## config.mk

```make
export PLATFORM = sky130hd
export DESIGN_NAME = minibus_timer_slave
export DESIGN_NICKNAME = d
export VERILOG_FILES = /design/src/rtl/minibus_timer_slave.sv
export SDC_FILE = /design/constraint.sdc
export NUM_CORES = 1
export LEC_CHECK = 0
export CORE_ASPECT_RATIO = 1.25
export CORE_MARGIN = 5
export CORE_UTILIZATION = 53
export DETAILED_ROUTE_END_ITERATION = 8
export GPL_TIMING_DRIVEN = 1
export HOLD_SLACK_MARGIN = 0.15
export PLACE_DENSITY = 0.74
export SYNTH_ARGS = -nofsm -noshare
export SYNTH_HDL_FRONTEND = slang
export SYNTH_SLANG_ARGS = --single-unit
```

## constraint.sdc

```tcl
create_clock -name clk -period 10.3 [get_ports clk]
set_clock_uncertainty 0.1 [all_clocks]
set_input_delay 3.09 -clock clk [delete_from_list [all_inputs] [get_ports clk]]
set_output_delay 3.09 -clock clk [all_outputs]
set_load 0.05 [all_outputs]
```

## src/rtl/minibus_timer_slave.sv

```systemverilog
// minibus_timer_slave: 64-bit memory-mapped timer on a minibus slave port with wait-state handshake.
// Optional build macro MINIBUS_TIMER_ERR_EN reports unmapped or misaligned accesses through res_error_o.
`timescale 1ns/1ps
`default_nettype none

module minibus_timer_slave #(
  parameter int unsigned WAIT_STATES = 1,
  parameter int unsigned PRESCALE    = 1
) (
  input  logic        clk,
  input  logic        rst,
  input  logic        sel_i,
  input  logic [31:0] req_addr_i,
  input  logic [31:0] req_data_i,
  input  logic        req_ren_i,
  input  logic        req_wen_i,
  input  logic [3:0]  req_byte_en_i,
  output logic [31:0] res_data_o,
  output logic        res_ready_o,
  output logic        res_error_o,
  output logic        timer_irq_o
);

  localparam logic [3:0]  WS_INIT    = (WAIT_STATES == 0) ? 4'd0 : 4'(WAIT_STATES - 1);
  localparam logic [15:0] PRESC_LAST = 16'(PRESCALE - 1);

  typedef enum logic [1:0] {S_IDLE = 2'd0, S_WAIT = 2'd1, S_RESP = 2'd2} state_t;

  state_t      state_q;
  logic [3:0]  wcnt_q;
  logic [4:0]  addr_q;
  logic [31:0] wdata_q;
  logic [3:0]  be_q;
  logic        wen_q;
  logic        legal_q;
  logic        ready_q;
  logic [31:0] rdata_q;

  logic [63:0] mtime_q, mtime_d;
  logic [63:0] cmp_q, cmp_d;
  logic        en_q, en_d;
  logic        irq_en_q, irq_en_d;
  logic        pend_q, pend_d;
  logic        irq_q;
  logic [15:0] presc_q;

  logic        w_valid;
  logic [4:0]  w_rd_addr;
  logic        w_rd_ok;
  logic [31:0] w_rd_data;
  logic        w_tick;
  logic        w_commit;
  logic        w_w1c;
  logic        w_unused;

  assign w_unused  = ^req_addr_i[31:5];
  assign w_valid   = sel_i & (req_ren_i | req_wen_i);
  // In IDLE the address comes straight from the bus so WAIT_STATES=0 can respond immediately.
  assign w_rd_addr = (state_q == S_IDLE) ? req_addr_i[4:0] : addr_q;
  assign w_rd_ok   = (w_rd_addr[1:0] == 2'b00) && (w_rd_addr[4:2] <= 3'd5);
  assign w_tick    = en_q && (presc_q == PRESC_LAST);
  assign w_commit  = (state_q == S_RESP) && wen_q && legal_q;

  function automatic logic [31:0] merge_bytes(input logic [31:0] old_v,
                                              input logic [31:0] new_v,
                                              input logic [3:0]  be);
    logic [31:0] r;
    r = old_v;
    for (int b = 0; b < 4; b++) begin
      if (be[b]) r[8*b +: 8] = new_v[8*b +: 8];
    end
    return r;
  endfunction

  always_comb begin
    w_rd_data = 32'd0;
    if (w_rd_ok) begin
      case (w_rd_addr[4:2])
        3'd0:    w_rd_data = mtime_q[31:0];
        3'd1:    w_rd_data = mtime_q[63:32];
        3'd2:    w_rd_data = cmp_q[31:0];
        3'd3:    w_rd_data = cmp_q[63:32];
        3'd4:    w_rd_data = {30'd0, irq_en_q, en_q};
        3'd5:    w_rd_data = {31'd0, pend_q};
        default: w_rd_data = 32'd0;
      endcase
    end
  end

  // Written bytes override the incremented value; the other half keeps its normal increment.
  always_comb begin
    mtime_d  = mtime_q + {63'd0, w_tick};
    cmp_d    = cmp_q;
    en_d     = en_q;
    irq_en_d = irq_en_q;
    w_w1c    = 1'b0;
    if (w_commit) begin
      case (addr_q[4:2])
        3'd0: mtime_d[31:0]  = merge_bytes(mtime_d[31:0], wdata_q, be_q);
        3'd1: mtime_d[63:32] = merge_bytes(mtime_d[63:32], wdata_q, be_q);
        3'd2: cmp_d[31:0]    = merge_bytes(cmp_q[31:0], wdata_q, be_q);
        3'd3: cmp_d[63:32]   = merge_bytes(cmp_q[63:32], wdata_q, be_q);
        3'd4: begin
          if (be_q[0]) begin
            en_d     = wdata_q[0];
            irq_en_d = wdata_q[1];
          end
        end
        3'd5: w_w1c = be_q[0] & wdata_q[0];
        default: ;
      endcase
    end
    pend_d = (en_q && (mtime_q >= cmp_q)) | (pend_q & ~w_w1c);
  end

  always_ff @(posedge clk or posedge rst) begin
    if (rst) begin
      mtime_q  <= 64'd0;
      cmp_q    <= {64{1'b1}};
      en_q     <= 1'b0;
      irq_en_q <= 1'b0;
      pend_q   <= 1'b0;
      irq_q    <= 1'b0;
      presc_q  <= 16'd0;
    end else begin
      mtime_q  <= mtime_d;
      cmp_q    <= cmp_d;
      en_q     <= en_d;
      irq_en_q <= irq_en_d;
      pend_q   <= pend_d;
      irq_q    <= pend_q & irq_en_q;
      if (en_q) presc_q <= w_tick ? 16'd0 : presc_q + 16'd1;
    end
  end

`ifdef MINIBUS_TIMER_ERR_EN
  logic error_q;
`endif

  always_ff @(posedge clk or posedge rst) begin
    if (rst) begin
      state_q <= S_IDLE;
      wcnt_q  <= 4'd0;
      addr_q  <= 5'd0;
      wdata_q <= 32'd0;
      be_q    <= 4'd0;
      wen_q   <= 1'b0;
      legal_q <= 1'b0;
      ready_q <= 1'b0;
      rdata_q <= 32'd0;
`ifdef MINIBUS_TIMER_ERR_EN
      error_q <= 1'b0;
`endif
    end else begin
      case (state_q)
        S_IDLE: begin
          if (w_valid) begin
            addr_q  <= req_addr_i[4:0];
            wdata_q <= req_data_i;
            be_q    <= req_byte_en_i;
            wen_q   <= req_wen_i;
            legal_q <= w_rd_ok;
            wcnt_q  <= WS_INIT;
            if (WAIT_STATES == 0) begin
              state_q <= S_RESP;
              ready_q <= 1'b1;
              rdata_q <= w_rd_data;
`ifdef MINIBUS_TIMER_ERR_EN
              error_q <= ~w_rd_ok;
`endif
            end else begin
              state_q <= S_WAIT;
            end
          end
        end
        S_WAIT: begin
          if (wcnt_q == 4'd0) begin
            state_q <= S_RESP;
            ready_q <= 1'b1;
            rdata_q <= w_rd_data;
`ifdef MINIBUS_TIMER_ERR_EN
            error_q <= ~w_rd_ok;
`endif
          end else begin
            wcnt_q <= wcnt_q - 4'd1;
          end
        end
        S_RESP: begin
          state_q <= S_IDLE;
          ready_q <= 1'b0;
          rdata_q <= 32'd0;
`ifdef MINIBUS_TIMER_ERR_EN
          error_q <= 1'b0;
`endif
        end
        default: state_q <= S_IDLE;
      endcase
    end
  end

  assign res_data_o  = rdata_q;
  assign res_ready_o = ready_q;
  assign timer_irq_o = irq_q;
`ifdef MINIBUS_TIMER_ERR_EN
  assign res_error_o = error_q;
`else
  assign res_error_o = 1'b0;
`endif

endmodule

`default_nettype wire
```

==> flow_metrics.env <==
export IMPL_status="complete, no violations"
export IMPL_synth_edf_count=0
export IMPL_synthTopCellsByCount="nand2_1 (220), dfrtp_1 (166), nor2_1 (97)"
export IMPL_nets=1526
export IMPL_synth_simple_gate_area_share=0.177
export IMPL_antenna_found_initial=0
export IMPL_vias=9961
export IMPL_drc=0
export IMPL_post_cts_resized=0
export IMPL_synthAdderAreaFrac=0.0702
export IMPL_postCtsSetupBuffers=0
export IMPL_area_delta_synth_final_pct=15.1
export IMPL_n_antenna_cell=0
export IMPL_synth_area_leader_cell="dfrtp_1"
export IMPL_rr_endpoint="mtime_q[56]"
export IMPL_dieHeight_um=183
export IMPL_clock_sinks=230
export IMPL_slew_headroom=0.216
export IMPL_gr_total_overflow=0
export IMPL_cp_start_kind="primary input"
export IMPL_io_buffers=79
export IMPL_ys_warn_count=0
export IMPL_worstPathArrival_ns=5.49
export IMPL_firstDrtPassIters=7
export IMPL_synth_cell_types=59
export IMPL_wire_per_inst_um=19.0
export IMPL_clk_latency_ns=0.53
export IMPL_async_flop_share=1.00
export IMPL_cp_num_buf_inv=2
export IMPL_die_area_sq_mm=0.0271
export IMPL_num_rows=63
export IMPL_max_freq_mhz=195
export IMPL_grt_pass1_wl_um=53000
export IMPL_regToRegSetupSlack_ns=6.06
export IMPL_synth_top_family_by_area="simple AND/OR/NAND/NOR gates"
export IMPL_grt_pass1_vias=10300
export IMPL_yosysMostFrequentCell="nand2_1"
export IMPL_min_to="legal_q"
export IMPL_die_w_um=148
export IMPL_timing_rr_start="en_q"
export IMPL_core_region_area_sq_mm=0.0236
export IMPL_worstPathRequired_ns=10.67
export IMPL_slowest_stage="nand2_1"
export IMPL_fin_util=0.616
export IMPL_max_cap_viol_count=0
export IMPL_hold_viol_final=0
export IMPL_rsz0062_at_grt="no"
export IMPL_start_util=0.535
export IMPL_cts_tree="built"
export IMPL_post_synth_inst_count=1322
export IMPL_drtAntennaViolNets=0
export IMPL_cts_made_buffers=26
export IMPL_drv_slew=0
export IMPL_tightest_slew_ns=1.16
export IMPL_grt_usage=0.239
export IMPL_synth_seq_cells=230
export IMPL_cts_root_buffer="clkbuf_16"
export IMPL_synth_main_ff_cell="dfrtp_1"
export IMPL_synthTopCellsByArea="dfrtp_1 (33%), dfstp_2 (13%), ha_1 (7.0%)"
export IMPL_p_leak_nw=6.48
export IMPL_path_class="primary input to flip-flop"
export IMPL_yosysSeqAreaShare=0.461
export IMPL_path_clk_slew_ns=0.06
export IMPL_cts_hold_buffers=0
export IMPL_hold_start="legal_q"
export IMPL_slowest_delay_ns=0.54
export IMPL_grt_start_max_net_pins=122
export IMPL_setup_violations=0
export IMPL_wl_um=32100
export IMPL_crit_chain="clkdlybuf4s50_1, mux2i_1, nand2_1, buf_4, o22ai_1, a22o_1"
export IMPL_timing_final_crit_share=0.498
export IMPL_syn_area_sq_mm=0.0126
export IMPL_io_pins=108
export IMPL_hold_class="flip-flop to flip-flop"
export IMPL_end_kind="flip-flop"
export IMPL_avgSynthCellArea_sq_um=9.57
export IMPL_synth_xor_area_frac=0.0505
export IMPL_critical_path_max_fanout=17
export IMPL_drive_above_1_share=0.138
export IMPL_place_area_sq_mm=0.0137
export IMPL_via_per_inst=5.88
export IMPL_globalplace_congestion=0.902
export IMPL_dp_hpwl_um=22800
export IMPL_synth_compound_area_frac=0.112
export IMPL_period_needed_ns=5.13
export IMPL_synth_mux_area_frac=0.0876
export IMPL_fin_area_sq_mm=0.0146
export IMPL_cp_top_family="buffers and inverters"
export IMPL_clock_path_buffers=3
export IMPL_irDropWorstVdd_mv=0.153
export IMPL_fin_tns_setup_ns=0
export IMPL_first_iter_violations=645
export IMPL_r2r_worst_path_cells=10
export IMPL_min_path_cells=2
export IMPL_synth_nets=1466
export IMPL_h_tree_depth=1
export IMPL_power_density_mw_per_mm2=219
export IMPL_synth_top_area_share=0.328
layer usage:
metal	up-vias	part of all wire	track usage
met5	-	0	0
met2	297	0.50	0.416
met3	93	0.052	0.0293
met4	0	0.041	0.0961
li1	4717	-	-
met1	4854	0.41	0.303
through the flow:
step           power [mW]  instances  hold slack (ns)  setup slack, ns
2_1_floorplan        1.88       1322            0.337            0.911
3_3_place_gp         2.19       1646            0.361             4.71
3_5_place_dp         2.22       1646            0.371             4.67
4_1_cts              3.19       1693            0.383             5.20
5_1_grt              3.36       1693            0.409             5.07
6_report             3.19       1693            0.385             5.17
state kept, by name (all words and copies together), names as in the netlist, 2 cells and up:
register	flops
addr_q	5
res_data_o	32
wcnt_q	4
cmp_q	64
be_q	4
wdata_q	32
mtime_q	64
state_q	2
presc_q	16
worst min-delay path, cell delays in order (launching register included):
cell     delay (ns)
dfrtp_1        0.34
nand2_1        0.05
o21ai_0        0.06
worst max-delay path by stage:
stage / startpoint / end / slack (ns) / cells after the start
3_5_place_dp: req_addr_i[4] / res_data_o[15] / 4.67 / 6
6_report: req_addr_i[4] / res_data_o[15] / 5.17 / 6
4_1_cts: req_addr_i[4] / res_data_o[15] / 5.20 / 6
3_3_place_gp: req_addr_i[4] / res_data_o[15] / 4.71 / 6
2_1_floorplan: rst / addr_q[0] / 0.91 / 1
5_1_grt: req_addr_i[4] / res_data_o[9] / 5.07 / 6
cells by family (layout without fill, tap and decap cells):
| logic type | count (synthesis) | in the layout |
|---|---|---|
| simple gates | 480 | 480 |
| flops | 230 | 230 |
| compound gates | 229 | 229 |
| buf+inv | 136 | 215 |
| mux | 102 | 102 |
| xor+xnor | 73 | 73 |
| fa+ha+maj | 71 | 71 |
| other cells | 1 | 1 |
cells in the final DEF (no fill, tap or decap), drive strengths merged, types with 3 or more instances in the layout:
master         instances
nand2b                 3
nand2                220
mux2i                 32
clkdlybuf4s50         79
xnor2                 38
and3                  15
and2                  10
xor2                  35
o21ai                 39
a221oi                 4
or4                    3
inv                   82
ha                    71
o21a                   3
or2                    5
clkbuf                40
dfrtp                166
and4                  16
a21o                   9
o22ai                 31
nor3                  17
nand3                 38
bufinv                 3
a22o                  33
dfstp                 64
buf                    8
nand4                 29
o31a                   3
a21oi                 93
nor4                  14
mux2                  70
a31oi                  3
nor2                  97
area by class of cell:
cell class,count,area [sq um]
multi-input combinational,956,6310
timing repair buffer,87,851
clock buffer,40,774
clock inverter,7,116
fill,1997,9080
tap,292,365
sequential,230,5840
inverter,81,312
power by group:
group	internal, mW	switching [mW]	total, mW
clock	0.591	0.369	0.959
sequential	1.06	0.229	1.29
combinational	0.354	0.580	0.933
total	2.01	1.18	3.19
(Power assumes the default switching activity.)
